<file path="config.mk">
export PLATFORM = sky130hd
export DESIGN_NAME = i2c_slave_rx
export DESIGN_NICKNAME = d
export VERILOG_FILES = /design/src/rtl/i2c_slave_rx.sv
export SDC_FILE = /design/constraint.sdc
export NUM_CORES = 1
export LEC_CHECK = 0
export ABC_CLOCK_PERIOD_IN_PS = 5120
export BUFFER_PORTS_ARGS = -buffer_cell sky130_fd_sc_hd__buf_2
export CAP_MARGIN = 20
export CELL_PAD_IN_SITES_DETAIL_PLACEMENT = 1
export CELL_PAD_IN_SITES_GLOBAL_PLACEMENT = 1
export CORE_AREA = 2 2 63 65
export CTS_BUF_LIST = sky130_fd_sc_hd__clkbuf_4 sky130_fd_sc_hd__clkbuf_8
export CTS_CLUSTER_DIAMETER = 80
export DETAILED_ROUTE_END_ITERATION = 8
export DIE_AREA = 0 0 65 67
export MAX_ROUTING_LAYER = met4
export PLACE_DENSITY = 0.84
export SYNTH_ARGS = -nofsm -noshare
export SYNTH_HDL_FRONTEND = slang
export SYNTH_SLANG_ARGS = --single-unit
</file>
<file path="constraint.sdc">
create_clock -name clk -period 5.12 [get_ports clk]
set_input_delay 0.256 -clock clk [delete_from_list [all_inputs] [get_ports clk]]
set_output_delay 0.256 -clock clk [all_outputs]
set_load 0.02 [all_outputs]
</file>
<file path="src/rtl/i2c_slave_rx.sv">
// I2C target receive engine: synchronises SCL/SDA, detects START/STOP, deserialises write bytes MSB-first, drives ACK/NACK.
// Write transfers only; read requests and foreign addresses are NACKed and ignored until START or STOP.
module i2c_slave_rx #(
    parameter logic [6:0] SLAVE_ADDR  = 7'h48,
    parameter int         SYNC_STAGES = 2
) (
    input  logic       clk,
    input  logic       n_rst,
    input  logic       scl_in,
    input  logic       sda_in,
    input  logic       ack_enable,
    output logic       sda_drive_low,
    output logic [7:0] rx_data,
    output logic       rx_valid,
    output logic       addr_match,
    output logic       start_det,
    output logic       stop_det,
    output logic       overflow
);

    typedef enum logic [2:0] {IDLE, ADDR, ADDR_ACK, DATA, DATA_ACK, IGNORE} state_t;

    logic [SYNC_STAGES-1:0] scl_ff, sda_ff;
    logic                   scl_d, sda_d;
    logic                   scl_s, sda_s;
    logic                   scl_rise, scl_fall, sda_rise, sda_fall;
    logic                   start_cond, stop_cond;

    // Synchronisers preset high so reset looks like an idle bus.
    always_ff @(posedge clk or negedge n_rst) begin
        if (!n_rst) begin
            scl_ff <= '1;
            sda_ff <= '1;
            scl_d  <= 1'b1;
            sda_d  <= 1'b1;
        end else begin
            scl_ff <= {scl_ff[SYNC_STAGES-2:0], scl_in};
            sda_ff <= {sda_ff[SYNC_STAGES-2:0], sda_in};
            scl_d  <= scl_s;
            sda_d  <= sda_s;
        end
    end

    assign scl_s    = scl_ff[SYNC_STAGES-1];
    assign sda_s    = sda_ff[SYNC_STAGES-1];
    assign scl_rise = scl_s & ~scl_d;
    assign scl_fall = ~scl_s & scl_d;
    assign sda_rise = sda_s & ~sda_d;
    assign sda_fall = ~sda_s & sda_d;
    // SCL must have been high in the prior cycle too, so an SDA edge coincident with scl_rise is data.
    assign start_cond = sda_fall & scl_s & scl_d;
    assign stop_cond  = sda_rise & scl_s & scl_d;

    state_t      state, state_n;
    logic [3:0]  bit_cnt, bit_cnt_n;
    logic [7:0]  shift, shift_n, shifted;
    logic        ack_cap, ack_cap_n;
    logic        drive_n;
    logic [7:0]  rx_data_n;
    logic        rx_valid_n, addr_match_n, start_det_n, stop_det_n, overflow_n;

    always_ff @(posedge clk or negedge n_rst) begin
        if (!n_rst) begin
            state         <= IDLE;
            bit_cnt       <= '0;
            shift         <= '0;
            ack_cap       <= 1'b0;
            sda_drive_low <= 1'b0;
            rx_data       <= '0;
            rx_valid      <= 1'b0;
            addr_match    <= 1'b0;
            start_det     <= 1'b0;
            stop_det      <= 1'b0;
            overflow      <= 1'b0;
        end else begin
            state         <= state_n;
            bit_cnt       <= bit_cnt_n;
            shift         <= shift_n;
            ack_cap       <= ack_cap_n;
            sda_drive_low <= drive_n;
            rx_data       <= rx_data_n;
            rx_valid      <= rx_valid_n;
            addr_match    <= addr_match_n;
            start_det     <= start_det_n;
            stop_det      <= stop_det_n;
            overflow      <= overflow_n;
        end
    end

    always_comb begin
        state_n      = state;
        bit_cnt_n    = bit_cnt;
        shift_n      = shift;
        ack_cap_n    = ack_cap;
        drive_n      = sda_drive_low;
        rx_data_n    = rx_data;
        rx_valid_n   = 1'b0;
        addr_match_n = addr_match;
        start_det_n  = 1'b0;
        stop_det_n   = 1'b0;
        overflow_n   = overflow;
        shifted      = {shift[6:0], sda_s};

        if (start_cond) begin
            state_n      = ADDR;
            bit_cnt_n    = '0;
            shift_n      = '0;
            drive_n      = 1'b0;
            addr_match_n = 1'b0;
            overflow_n   = 1'b0;
            start_det_n  = 1'b1;
        end else if (stop_cond) begin
            state_n      = IDLE;
            drive_n      = 1'b0;
            addr_match_n = 1'b0;
            stop_det_n   = 1'b1;
        end else begin
            if (scl_rise && state != IDLE && state != IGNORE) begin
                shift_n   = shifted;
                bit_cnt_n = bit_cnt + 4'd1;
            end
            case (state)
                ADDR: begin
                    if (scl_rise && bit_cnt == 4'd7) begin
                        if (shifted[7:1] != SLAVE_ADDR || shifted[0])
                            state_n = IGNORE;
                    end else if (scl_fall && bit_cnt == 4'd8) begin
                        drive_n      = 1'b1;
                        addr_match_n = 1'b1;
                        state_n      = ADDR_ACK;
                    end
                end
                ADDR_ACK, DATA_ACK: begin
                    if (scl_fall) begin
                        drive_n   = 1'b0;
                        bit_cnt_n = '0;
                        state_n   = DATA;
                    end
                end
                DATA: begin
                    if (scl_rise && bit_cnt == 4'd7) begin
                        rx_data_n  = shifted;
                        rx_valid_n = 1'b1;
                        ack_cap_n  = ack_enable;
                    end else if (scl_fall && bit_cnt == 4'd8) begin
                        drive_n = ack_cap;
                        if (!ack_cap)
                            overflow_n = 1'b1;
                        state_n = DATA_ACK;
                    end
                end
                default: ;
            endcase
        end
    end

endmodule
</file>
# Yosys cells after proc, flatten, opt, wreduce, memory -nomap -nowiden
# Cells that the tools add are included.
dict set report op_classes {
  add_sub_neg 1
  eq_ne 19
  mux 41
  n_bitwise 14
  reduce_logical 19
}
# cell n
set op_table {}
lappend op_table {{3-bit two-way mux} 8}
lappend op_table {{1-bit two-way mux} 23}
lappend op_table {{7-bit two-way mux} 3}
lappend op_table {{4-bit two-way mux} 5}
lappend op_table {{4-bit inequality test, second input constant} 5}
lappend op_table {{6-bit AND reduction} 2}
lappend op_table {{5-bit inequality test, second input constant} 2}
lappend op_table {{3-bit one-hot mux with 3 select lines} 1}
lappend op_table {{3-bit nonzero test} 3}
lappend op_table {{1-bit AND} 8}
lappend op_table {{7-bit inequality test, second input constant} 1}
lappend op_table {{3-bit by 2-bit == test with 1-bit output, second input constant} 2}
lappend op_table {{2-bit inequality test, second input constant} 3}
lappend op_table {{3-bit inequality test, second input constant} 2}
lappend op_table {{1-bit inverter} 6}
lappend op_table {{2-bit nonzero test} 3}
lappend op_table {{5-bit AND reduction} 1}
lappend op_table {{5-bit nonzero test} 1}
lappend op_table {{4-bit by 1-bit adder with 4-bit output, second input constant} 1}
lappend op_table {{4-bit by 3-bit == test with 1-bit output, second input constant} 1}
lappend op_table {{4-bit == test, second input constant} 1}
lappend op_table {{1-bit logical AND} 4}
lappend op_table {{4-bit AND reduction} 1}
lappend op_table {{3-bit by 1-bit == test with 1-bit output, second input constant} 1}
lappend op_table {{other kinds (6)} 6}
dict set report word_totals {
  reg_bits 35
  inputBits 5
  output_inout_bits 14
}

# Depth between registers and ports, before layout
# Gate-level depths: netlist of run 1.
dict set report depth {
  word_depth 9
  mapped_depth 7
}

# Least setup slack after synthesis of run 1
# Ideal clock, no wire load.
dict set report synth_path {
  kind {flip-flop to flip-flop}
  startpoint {reg shift[2]}
  endpoint {reg state[0]}
  arrival_time_ns 1.566
  required_time_ns 4.992
  slack_ns 3.427
  stages_incl_launch_ff 6
  path_buffers 0
  cell_sequence {dfrtp_1 -> or4_4 -> nor4_4 -> o2bb2ai_2 -> nor2_2 -> mux2_1}
}
dict set report synth_between {
  elab_chain_len 4
}
# element line
set synth_rtl {}
lappend synth_rtl {{from (decl)} 56} ;# logic [7:0] shift, shift_n, shifted;
lappend synth_rtl {{from (signal assigned)} 78} ;# shift <= shift_n;
lappend synth_rtl {{7-bit inequality test} 125} ;# if (shifted[7:1] != SLAVE_ADDR || shifted[0])
lappend synth_rtl {{1-bit logical OR} 125}
lappend synth_rtl {{5-bit inequality test (no line)} --}
lappend synth_rtl {{6-bit AND reduction (no line)} --}
lappend synth_rtl {{to (signal assigned)} 76} ;# state <= state_n;
lappend synth_rtl {{to (decl)} 54} ;# state_t state, state_n;
# No other way between the ends.
# A chain may end at the register's enable or synchronous reset.

# Final worst setup path of run 1
dict set report layout_path {
  startpoint {reg state[2]}
  endpoint {reg bit_cnt[0]}
}
dict set report layout_between {
  elab_chain_len 8
}
# element line
set layout_rtl {}
lappend layout_rtl {{3-bit nonzero test} 118} ;# if (scl_rise && state != IDLE && state != IGNORE) begin
lappend layout_rtl {{1-bit logical AND (2 in series)} 118}
lappend layout_rtl {{4-bit two-way mux} 118}
lappend layout_rtl {{4-bit two-way mux} 134} ;# if (scl_fall) begin
lappend layout_rtl {{4-bit two-way mux *} 122} ;# case (state)
lappend layout_rtl {{4-bit two-way mux *} 112} ;# end else if (stop_cond) begin
lappend layout_rtl {{4-bit two-way mux *} 104} ;# if (start_cond) begin
lappend layout_rtl {{to (signal assigned)} 77} ;# bit_cnt <= bit_cnt_n;
lappend layout_rtl {{to (decl)} 55} ;# logic [3:0] bit_cnt, bit_cnt_n;
# Every way passes the cells marked *; elsewhere a longest branch is shown, timed or not. The select of a mux whose other input is x is not followed.

==> results of run 1 <==
-- synth_stat cells (2+ instances only) --
| library cell | number |
|---|---|
| mux2_1 | 3 |
| nand2b_1 | 3 |
| ha_1 | 2 |
| o21ai_0 | 11 |
| o22ai_1 | 3 |
| a21oi_1 | 9 |
| nor3_1 | 4 |
| nand4bb_1 | 3 |
| dfstp_2 | 6 |
| dfrtp_1 | 29 |
| inv_1 | 4 |
| nor2_1 | 8 |
| mux2i_1 | 2 |
| buf_2 | 4 |
| nand2_1 | 17 |
| o32ai_1 | 2 |
| mux2_2 | 9 |
-- power groups by stage --
stage          Clock [mW]  Sequential (mW)  Combinational [mW]
4_1_cts             0.206            0.404               0.206
5_1_grt             0.218            0.414               0.230
2_1_floorplan           0            0.373               0.175
3_5_place_dp            0            0.408               0.202
3_3_place_gp            0            0.401               0.189
6_report            0.201            0.407               0.204
-- registers in the layout, indices dropped and copies added (netlist names) --
signal and flops:
rx_data 8, ack_cap 1, addr_match 1, bit_cnt 4, stop_det 1, state 3
sda_ff 2, start_det 1, scl_ff 2, sda_drive_low 1, shift 7, sda_d 1
overflow 1, scl_d 1, rx_valid 1
-- cell usage in the layout (no fill, tap or decap), types with 4 or more instances in the layout --
master	synthesis	final
dfrtp_1	29	29
buf_2	4	18
nand2_1	17	17
o21ai_0	11	11
mux2_2	9	9
a21oi_1	9	9
nor2_1	8	8
dfstp_2	6	6
clkbuf_8	0	5
inv_1	4	4
nor3_1	4	4
-- path summary, 6_finish.rpt --
check / to / slack, ns / depth (start not counted)
max: bit_cnt[0] / 3.19 / 6
min: stop_det / 0.03 / 1
max reg2reg: bit_cnt[0] / 3.19 / 6
min reg2reg: sda_ff[1] / 0.36 / 0
max in group asynchronous: shift[5] / 4.60 / 1
min in group clk: scl_ff[0] / 0.06 / 1
-- logic make-up (layout without fill, tap and decap cells) --
| logic type | count (synthesis) | after routing | share of synthesized area [%] |
|---|---|---|---|
| buf+inv | 9 | 31 | 2.40 |
| compound gates | 32 | 32 | 12.1 |
| simple gates | 48 | 48 | 19.2 |
| flops | 35 | 35 | 54.6 |
| fa+ha+maj | 2 | 2 | 1.55 |
| xor+xnor | 1 | 1 | 0.541 |
| mux | 14 | 14 | 9.59 |
-- final cells by class --
type	count	area (um^2)
clock inverters	2	12.5
well taps	48	60.1
inverters	4	15.0
fillers	402	1770
clock buffers	6	76.3
flip-flops and latches	35	883
multi-input cells	97	696
repair buffers	19	97.6
-- metrics by stage --
| stage | hold slack, ns | total power, mW |
|---|---|---|
| 3_5_place_dp | 0.354 | 0.610 |
| 3_3_place_gp | 0.346 | 0.590 |
| 5_1_grt | 0.0503 | 0.861 |
| 2_1_floorplan | -0.0396 | 0.548 |
| 4_1_cts | 0.0468 | 0.816 |
| 6_report | 0.0326 | 0.812 |
-- worst reg2reg max path: cells and delay by family (launching register included) --
kind	cells	cell delay, ns
compound gates	1	0.20
buf+inv	1	0.25
flops	1	0.52
mux	1	0.26
simple gates	3	0.60
-- routing by layer --
layer  wire length, um  global-route usage, %
met5                 0                      -
met3               146                   5.24
met2              2020                   35.3
met1              1560                   24.0
met4                97                   8.78
==> run_summary.xml, run 1 <==
<?xml version="1.0" encoding="UTF-8"?>
<metrics>
  <group name="synthesis">
    <metric name="yosysWarningCount" unit="">0</metric>
    <metric name="seq_area_frac_synth" unit="%">54.6</metric>
    <metric name="synth_area_leader_cell" unit="">dfrtp_1</metric>
    <metric name="synthesis.area_per_instance" unit="um^2">11.5</metric>
    <metric name="ys_ff_latch" unit="">35</metric>
    <metric name="postSynthCellCount" unit="">141</metric>
    <metric name="post_synth_instance_area" unit="um^2">1620</metric>
    <metric name="synth_edf_count" unit="">0</metric>
    <metric name="primary_ff_master_synth" unit="">dfrtp_1</metric>
    <metric name="yosys.cell_types.count" unit="">39</metric>
    <metric name="yosysTopAreaCellShare" unit="%">44.9</metric>
    <metric name="synth_fp_nets" unit="">148</metric>
    <metric name="synth_async_sr_flop_share" unit="%">100</metric>
    <metric name="synthTopCellsByArea" unit="">dfrtp_1, dfstp_2, mux2_2, nand2_1, o21ai_0</metric>
  </group>
  <group name="power">
    <metric name="share_seq_of_total_power" unit="%">50.1</metric>
    <metric name="power_density" unit="nW/um^2">441</metric>
    <metric name="max_vdd_drop" unit="V">0.000239</metric>
    <metric name="p_sw_share" unit="%">36.1</metric>
    <metric name="power.internal" unit="mW">0.519</metric>
    <metric name="power.clock.fraction" unit="%">24.8</metric>
    <metric name="power.leakage" unit="nW">0.883</metric>
    <metric name="total_switching_power" unit="mW">0.293</metric>
    <metric name="pwr-share-comb" unit="%">25.1</metric>
  </group>
  <group name="sta">
    <metric name="period_share" unit="%">37.7</metric>
    <metric name="timing.clock.skew" unit="ns">0.00969</metric>
    <metric name="post-route-worst-setup-slack" unit="ns">3.19</metric>
    <metric name="worst-slew-pin-transition" unit="ns">0.765</metric>
    <metric name="final_critical_period" unit="ns">1.93</metric>
    <metric name="final-hold-violation-count" unit="">0</metric>
    <metric name="rsz0062_at_grt" unit="">no</metric>
    <metric name="setup_viol_count_final" unit="">0</metric>
    <metric name="timing.setup.tns" unit="ns">0</metric>
    <metric name="slew_headroom" unit="%">49.0</metric>
    <metric name="achievable-frequency" unit="MHz">518</metric>
    <metric name="timing.final.max_slew_violations" unit="">0</metric>
  </group>
  <group name="clock_network">
    <metric name="cts_max_level" unit="">2</metric>
    <metric name="post_cts.repair.setup_buffers" unit="">0</metric>
    <metric name="clock_tree.root_cell" unit="">clkbuf_8</metric>
    <metric name="clock_sinks" unit="">35</metric>
    <metric name="clk-insertion-delay-late" unit="ns">0.29</metric>
    <metric name="clkSlewWorstSetupHoldPaths" unit="ns">0.07</metric>
    <metric name="cts.path.max_buffers" unit="">2</metric>
    <metric name="tritoncts" unit="">yes</metric>
    <metric name="ctsResizeCount" unit="">0</metric>
    <metric name="holdBufCountCts" unit="">0</metric>
    <metric name="cts_buffers" unit="">5</metric>
  </group>
  <group name="critical_path">
    <metric name="cp_data_required_time" unit="ns">5.30</metric>
    <metric name="worstSetupPathType" unit="">reg2reg</metric>
    <metric name="origin_of_the_critical_flop_to_flop_path" unit="">state[2]</metric>
    <metric name="critical_path_buf_inv_count" unit="">1</metric>
    <metric name="cp_slowest_stage_delay" unit="ns">0.52</metric>
    <metric name="critPathSlowestCell" unit="">dfrtp_1</metric>
    <metric name="worstSetupStartpointType" unit="">register</metric>
    <metric name="startpoint" unit="">state[2]</metric>
    <metric name="critical_path_arrival" unit="ns">2.12</metric>
    <metric name="path_delay_family" unit="">simple AND/OR/NAND/NOR gates</metric>
    <metric name="critPathMaxFanout" unit="">20</metric>
    <metric name="worst_setup_path_end_kind" unit="">register</metric>
    <metric name="crit_path_cell_trace" unit="">nand2b_1 -&gt; a31oi_1 -&gt; buf_4 -&gt; nor3_1 -&gt; or2_1 -&gt; mux2_2</metric>
  </group>
  <group name="floorplanning">
    <metric name="core_area" unit="um^2">3610</metric>
    <metric name="ioPinCount" unit="">19</metric>
    <metric name="die_outline_width" unit="um">65</metric>
    <metric name="die_area" unit="um^2">4360</metric>
    <metric name="std_cell_rows" unit="">22</metric>
    <metric name="die_height" unit="um">67</metric>
    <metric name="floorplan.initialDensity" unit="%">44.9</metric>
  </group>
  <group name="drt">
    <metric name="antenna_violating_nets_post_route" unit="">0</metric>
    <metric name="detailedRoute.firstPassIterationCount" unit="">4</metric>
    <metric name="initialDrtViolationCount" unit="">11</metric>
    <metric name="drc_errors" unit="">0</metric>
    <metric name="via_count" unit="">1202</metric>
    <metric name="drt-total-wl" unit="um">3830</metric>
    <metric name="detailed_route_vias_per_instance" unit="">5.70</metric>
    <metric name="drt-wirelength-per-cell" unit="um">18.1</metric>
  </group>
  <group name="layout">
    <metric name="final_util" unit="%">51.0</metric>
    <metric name="layout-drive-gt1-share" unit="%">30.7</metric>
    <metric name="fin_nets" unit="">169</metric>
    <metric name="final-instance-count-excl-fill" unit="">211</metric>
    <metric name="final_design_instance_area_without_fill" unit="um^2">1840</metric>
    <metric name="layout_stage_area_growth_over_the_synthesis_result" unit="%">13.8</metric>
    <metric name="diodes" unit="">0</metric>
  </group>
  <group name="global_routing">
    <metric name="grt_pass1_wl" unit="um">6480</metric>
    <metric name="first_global_vias" unit="">1322</metric>
    <metric name="gr-usage-all-layers" unit="%">21.0</metric>
    <metric name="grt_max_degree" unit="">36</metric>
    <metric name="antenna_violations_before_repair" unit="">0</metric>
    <metric name="grt_overflow" unit="">0</metric>
  </group>
  <group name="place">
    <metric name="place_hpwl" unit="um">2630</metric>
    <metric name="dp_worst_setup_slack" unit="ns">3.22</metric>
    <metric name="dpl-instance-area" unit="um^2">1750</metric>
    <metric name="place.port_buffers" unit="">18</metric>
    <metric name="dpl.cell_count" unit="">203</metric>
    <metric name="routabilityCongestion" unit="">0.793</metric>
  </group>
  <group name="run_status">
    <metric name="status" unit="">completed</metric>
  </group>
  <group name="worst_hold_path">
    <metric name="holdCritPathClass" unit="">in2async</metric>
  </group>
  <group name="flow_run">
    <metric name="count_of_max_cap_constraint_violations" unit="">0</metric>
  </group>
</metrics>
Note: power is estimated with default switching activity, not from simulation.
==> run 2: changes to the inputs <==
- ABC_CLOCK_PERIOD_IN_PS: 5120 -> 1800
- clock period: 5.12 -> 1.8 ns (I/O delays scaled with it)
==> run 2 against run 1 <==
  * The run now ends with setup timing left
  * Total power increased to 3.5 times the previous value
  * Maximum frequency increased by 5.1%
  * Highest routed layer unchanged
  * Sequential share of layout area decreased by 7.0 points
  * Critical endpoint is now state[2]
  * Register-to-register slack got worse by 3.2 ns
  * Critical path depth increased by 1
  * Worst hold slack improved by 0.030 ns
  * Wire length increased by 31%
  * Final cell count increased by 11%
  * Die area unchanged
==> run_summary.xml, run 2 (synthesis results as in run 1) <==
<?xml version="1.0" encoding="UTF-8"?>
<metrics>
  <group name="sta">
    <metric name="rsz0062_at_grt" unit="">yes</metric>
    <metric name="final_critical_period" unit="ns">1.84</metric>
    <metric name="final-hold-violation-count" unit="">0</metric>
    <metric name="worst-slew-pin-transition" unit="ns">0.783</metric>
    <metric name="achievable-frequency" unit="MHz">544</metric>
    <metric name="timing.setup.tns" unit="ns">-0.0704</metric>
    <metric name="timing.clock.skew" unit="ns">0.00860</metric>
    <metric name="fin_worst_hold_slack" unit="ns">0.0629</metric>
    <metric name="setup_viol_count_final" unit="">2</metric>
    <metric name="timing.final.max_slew_violations" unit="">0</metric>
    <metric name="period_share" unit="%">102</metric>
    <metric name="post-route-worst-setup-slack" unit="ns">-0.0376</metric>
    <metric name="slew_headroom" unit="%">47.8</metric>
  </group>
  <group name="critical_path">
    <metric name="reg2regPathDepth" unit="">7</metric>
    <metric name="worst_setup_path_end_kind" unit="">register</metric>
    <metric name="critical_path_arrival" unit="ns">2.01</metric>
    <metric name="r2r_setup_slack" unit="ns">-0.04</metric>
    <metric name="critPathMaxFanout" unit="">4</metric>
    <metric name="worstSetupPathType" unit="">reg2reg</metric>
    <metric name="critPathSlowestCell" unit="">dfrtp_2</metric>
    <metric name="worst_r2r_endpoint" unit="">state[2]</metric>
    <metric name="crit_path_cell_trace" unit="">inv_2 -&gt; ha_4 -&gt; nand3b_1 -&gt; o32ai_2 -&gt; nor3_2 -&gt; nor2_2 -&gt; mux2_4</metric>
    <metric name="path_delay_family" unit="">flip-flops</metric>
    <metric name="startpoint" unit="">bit_cnt[0]</metric>
    <metric name="worstSetupStartpointType" unit="">register</metric>
    <metric name="cp_slowest_stage_delay" unit="ns">0.45</metric>
    <metric name="cp_data_required_time" unit="ns">1.97</metric>
    <metric name="origin_of_the_critical_flop_to_flop_path" unit="">bit_cnt[0]</metric>
    <metric name="critical_path_buf_inv_count" unit="">1</metric>
  </group>
  <group name="floorplanning">
    <metric name="core_area" unit="um^2">3610</metric>
    <metric name="die_height" unit="um">67</metric>
    <metric name="die_outline_width" unit="um">65</metric>
    <metric name="std_cell_rows" unit="">22</metric>
    <metric name="ioPinCount" unit="">19</metric>
    <metric name="floorplan.initialDensity" unit="%">44.9</metric>
    <metric name="die_area" unit="um^2">4360</metric>
  </group>
  <group name="layout">
    <metric name="max_flop_register" unit="">rx_data</metric>
    <metric name="mostFrequentLayoutCells" unit="">dfrtp_1, buf_4, buf_2, nand2_1, o21ai_0</metric>
    <metric name="layout-drive-gt1-share" unit="%">47.3</metric>
    <metric name="final_util" unit="%">60.0</metric>
    <metric name="largest_registers" unit="">rx_data: 8 flops, shift: 7 flops, bit_cnt: 4 flops</metric>
    <metric name="layout_commonest_cell" unit="">dfrtp_1</metric>
    <metric name="diodes" unit="">0</metric>
    <metric name="final_design_instance_area_without_fill" unit="um^2">2160</metric>
    <metric name="fin_nets" unit="">192</metric>
    <metric name="fillCellCount" unit="">381</metric>
    <metric name="largest_register_ffs" unit="">8</metric>
    <metric name="layout_stage_area_growth_over_the_synthesis_result" unit="%">33.7</metric>
    <metric name="final-instance-count-excl-fill" unit="">234</metric>
  </group>
  <group name="drt">
    <metric name="drt-wirelength-per-cell" unit="um">21.3</metric>
    <metric name="detailed_route_vias_per_instance" unit="">5.71</metric>
    <metric name="detailedRoute.firstPassIterationCount" unit="">4</metric>
    <metric name="drc_errors" unit="">0</metric>
    <metric name="initialDrtViolationCount" unit="">63</metric>
    <metric name="drt-total-wl" unit="um">4990</metric>
    <metric name="antenna_violating_nets_post_route" unit="">0</metric>
    <metric name="via_count" unit="">1335</metric>
  </group>
  <group name="clock_network">
    <metric name="cts_max_level" unit="">2</metric>
    <metric name="tritoncts" unit="">yes</metric>
    <metric name="clkSlewWorstSetupHoldPaths" unit="ns">0.07</metric>
    <metric name="cts.path.max_buffers" unit="">2</metric>
    <metric name="cts_buffers" unit="">5</metric>
    <metric name="clk-insertion-delay-late" unit="ns">0.29</metric>
    <metric name="clock_tree.root_cell" unit="">clkbuf_8</metric>
    <metric name="clock_sinks" unit="">35</metric>
  </group>
  <group name="power">
    <metric name="power.total" unit="mW">2.86</metric>
    <metric name="power_density" unit="nW/um^2">1320</metric>
    <metric name="max_vdd_drop" unit="V">0.000761</metric>
    <metric name="power.leakage" unit="nW">1.03</metric>
  </group>
  <group name="global_routing">
    <metric name="gr-usage-all-layers" unit="%">24.3</metric>
    <metric name="antenna_violations_before_repair" unit="">0</metric>
    <metric name="grt_pass1_wl" unit="um">7450</metric>
    <metric name="grt_overflow" unit="">0</metric>
    <metric name="grt_max_degree" unit="">36</metric>
    <metric name="first_global_vias" unit="">1434</metric>
  </group>
  <group name="worst_hold_path">
    <metric name="timing.hold.worst.start" unit="">ack_enable</metric>
    <metric name="timing.hold.worst_endpoint" unit="">ack_cap</metric>
    <metric name="holdCritPathClass" unit="">in2reg</metric>
    <metric name="worstHoldPathCells" unit="">2</metric>
  </group>
  <group name="run_status">
    <metric name="status" unit="">finished with violations</metric>
    <metric name="violations" unit="">setup timing</metric>
  </group>
  <group name="place">
    <metric name="dpl-instance-area" unit="um^2">1850</metric>
    <metric name="dp_worst_setup_slack" unit="ns">-0.0626</metric>
    <metric name="place.port_buffers" unit="">18</metric>
    <metric name="place_hpwl" unit="um">2840</metric>
    <metric name="dpl.cell_count" unit="">214</metric>
    <metric name="routabilityCongestion" unit="">0.892</metric>
  </group>
  <group name="flow_run">
    <metric name="count_of_max_cap_constraint_violations" unit="">0</metric>
  </group>
</metrics>
[run 2: timing repair]
item | CTS | global route
resized for setup | 6 | 17
hold buffers | 3 | 0
buffers inserted | 5 | 4
pin swaps | 2 | 5
endpoints found under the hold margin | 31 | 0
setup endpoints to repair | 4 | 11
[run 2: routing by layer]
metal / up-vias / global-route usage [%] / wire length, um
met5: - / - / 0
met4: 0 / 9.84 / 87
met3: 12 / 4.90 / 170
met2: 38 / 40.7 / 2580
met1: 694 / 28.9 / 2150
li1: 591 / - / -
[run 2: worst reg2reg max path, cell delays in order (launching register included)]
cell and delay (ns):
dfrtp_2 0.45, inv_2 0.08, ha_4 0.12, nand3b_1 0.13, o32ai_2 0.34, nor3_2 0.07
nor2_2 0.20, mux2_4 0.34
[run 2: final cells by class]
cell class	instances	area (um^2)	area share, %
timing repair buffer	42	303	14.0
sequential	35	886	40.9
tap	48	60.1	2.78
multi-input combinational	97	782	36.1
clock inverter	2	35.0	1.62
inverter	4	15.0	0.694
clock buffer	6	82.6	3.82
[run 2: how the worst max path moves through the flow]
stage | to | slack, ns | cells past startpoint
after floorplan | state[0] | 0.11 | 5
after global placement | state[2] | 0.05 | 8
after detailed placement | state[2] | -0.06 | 8
after CTS | state[2] | -0.05 | 8
after global routing | state[0] | -0.11 | 8
final | state[2] | -0.04 | 7
[run 2: report_power, final]
part,switching (mW),total (mW),internal (mW),leakage (nW)
Clock,0.294,0.742,0.448,0.0612
Sequential,0.224,1.16,0.939,0.454
Combinational,0.495,0.954,0.458,0.515
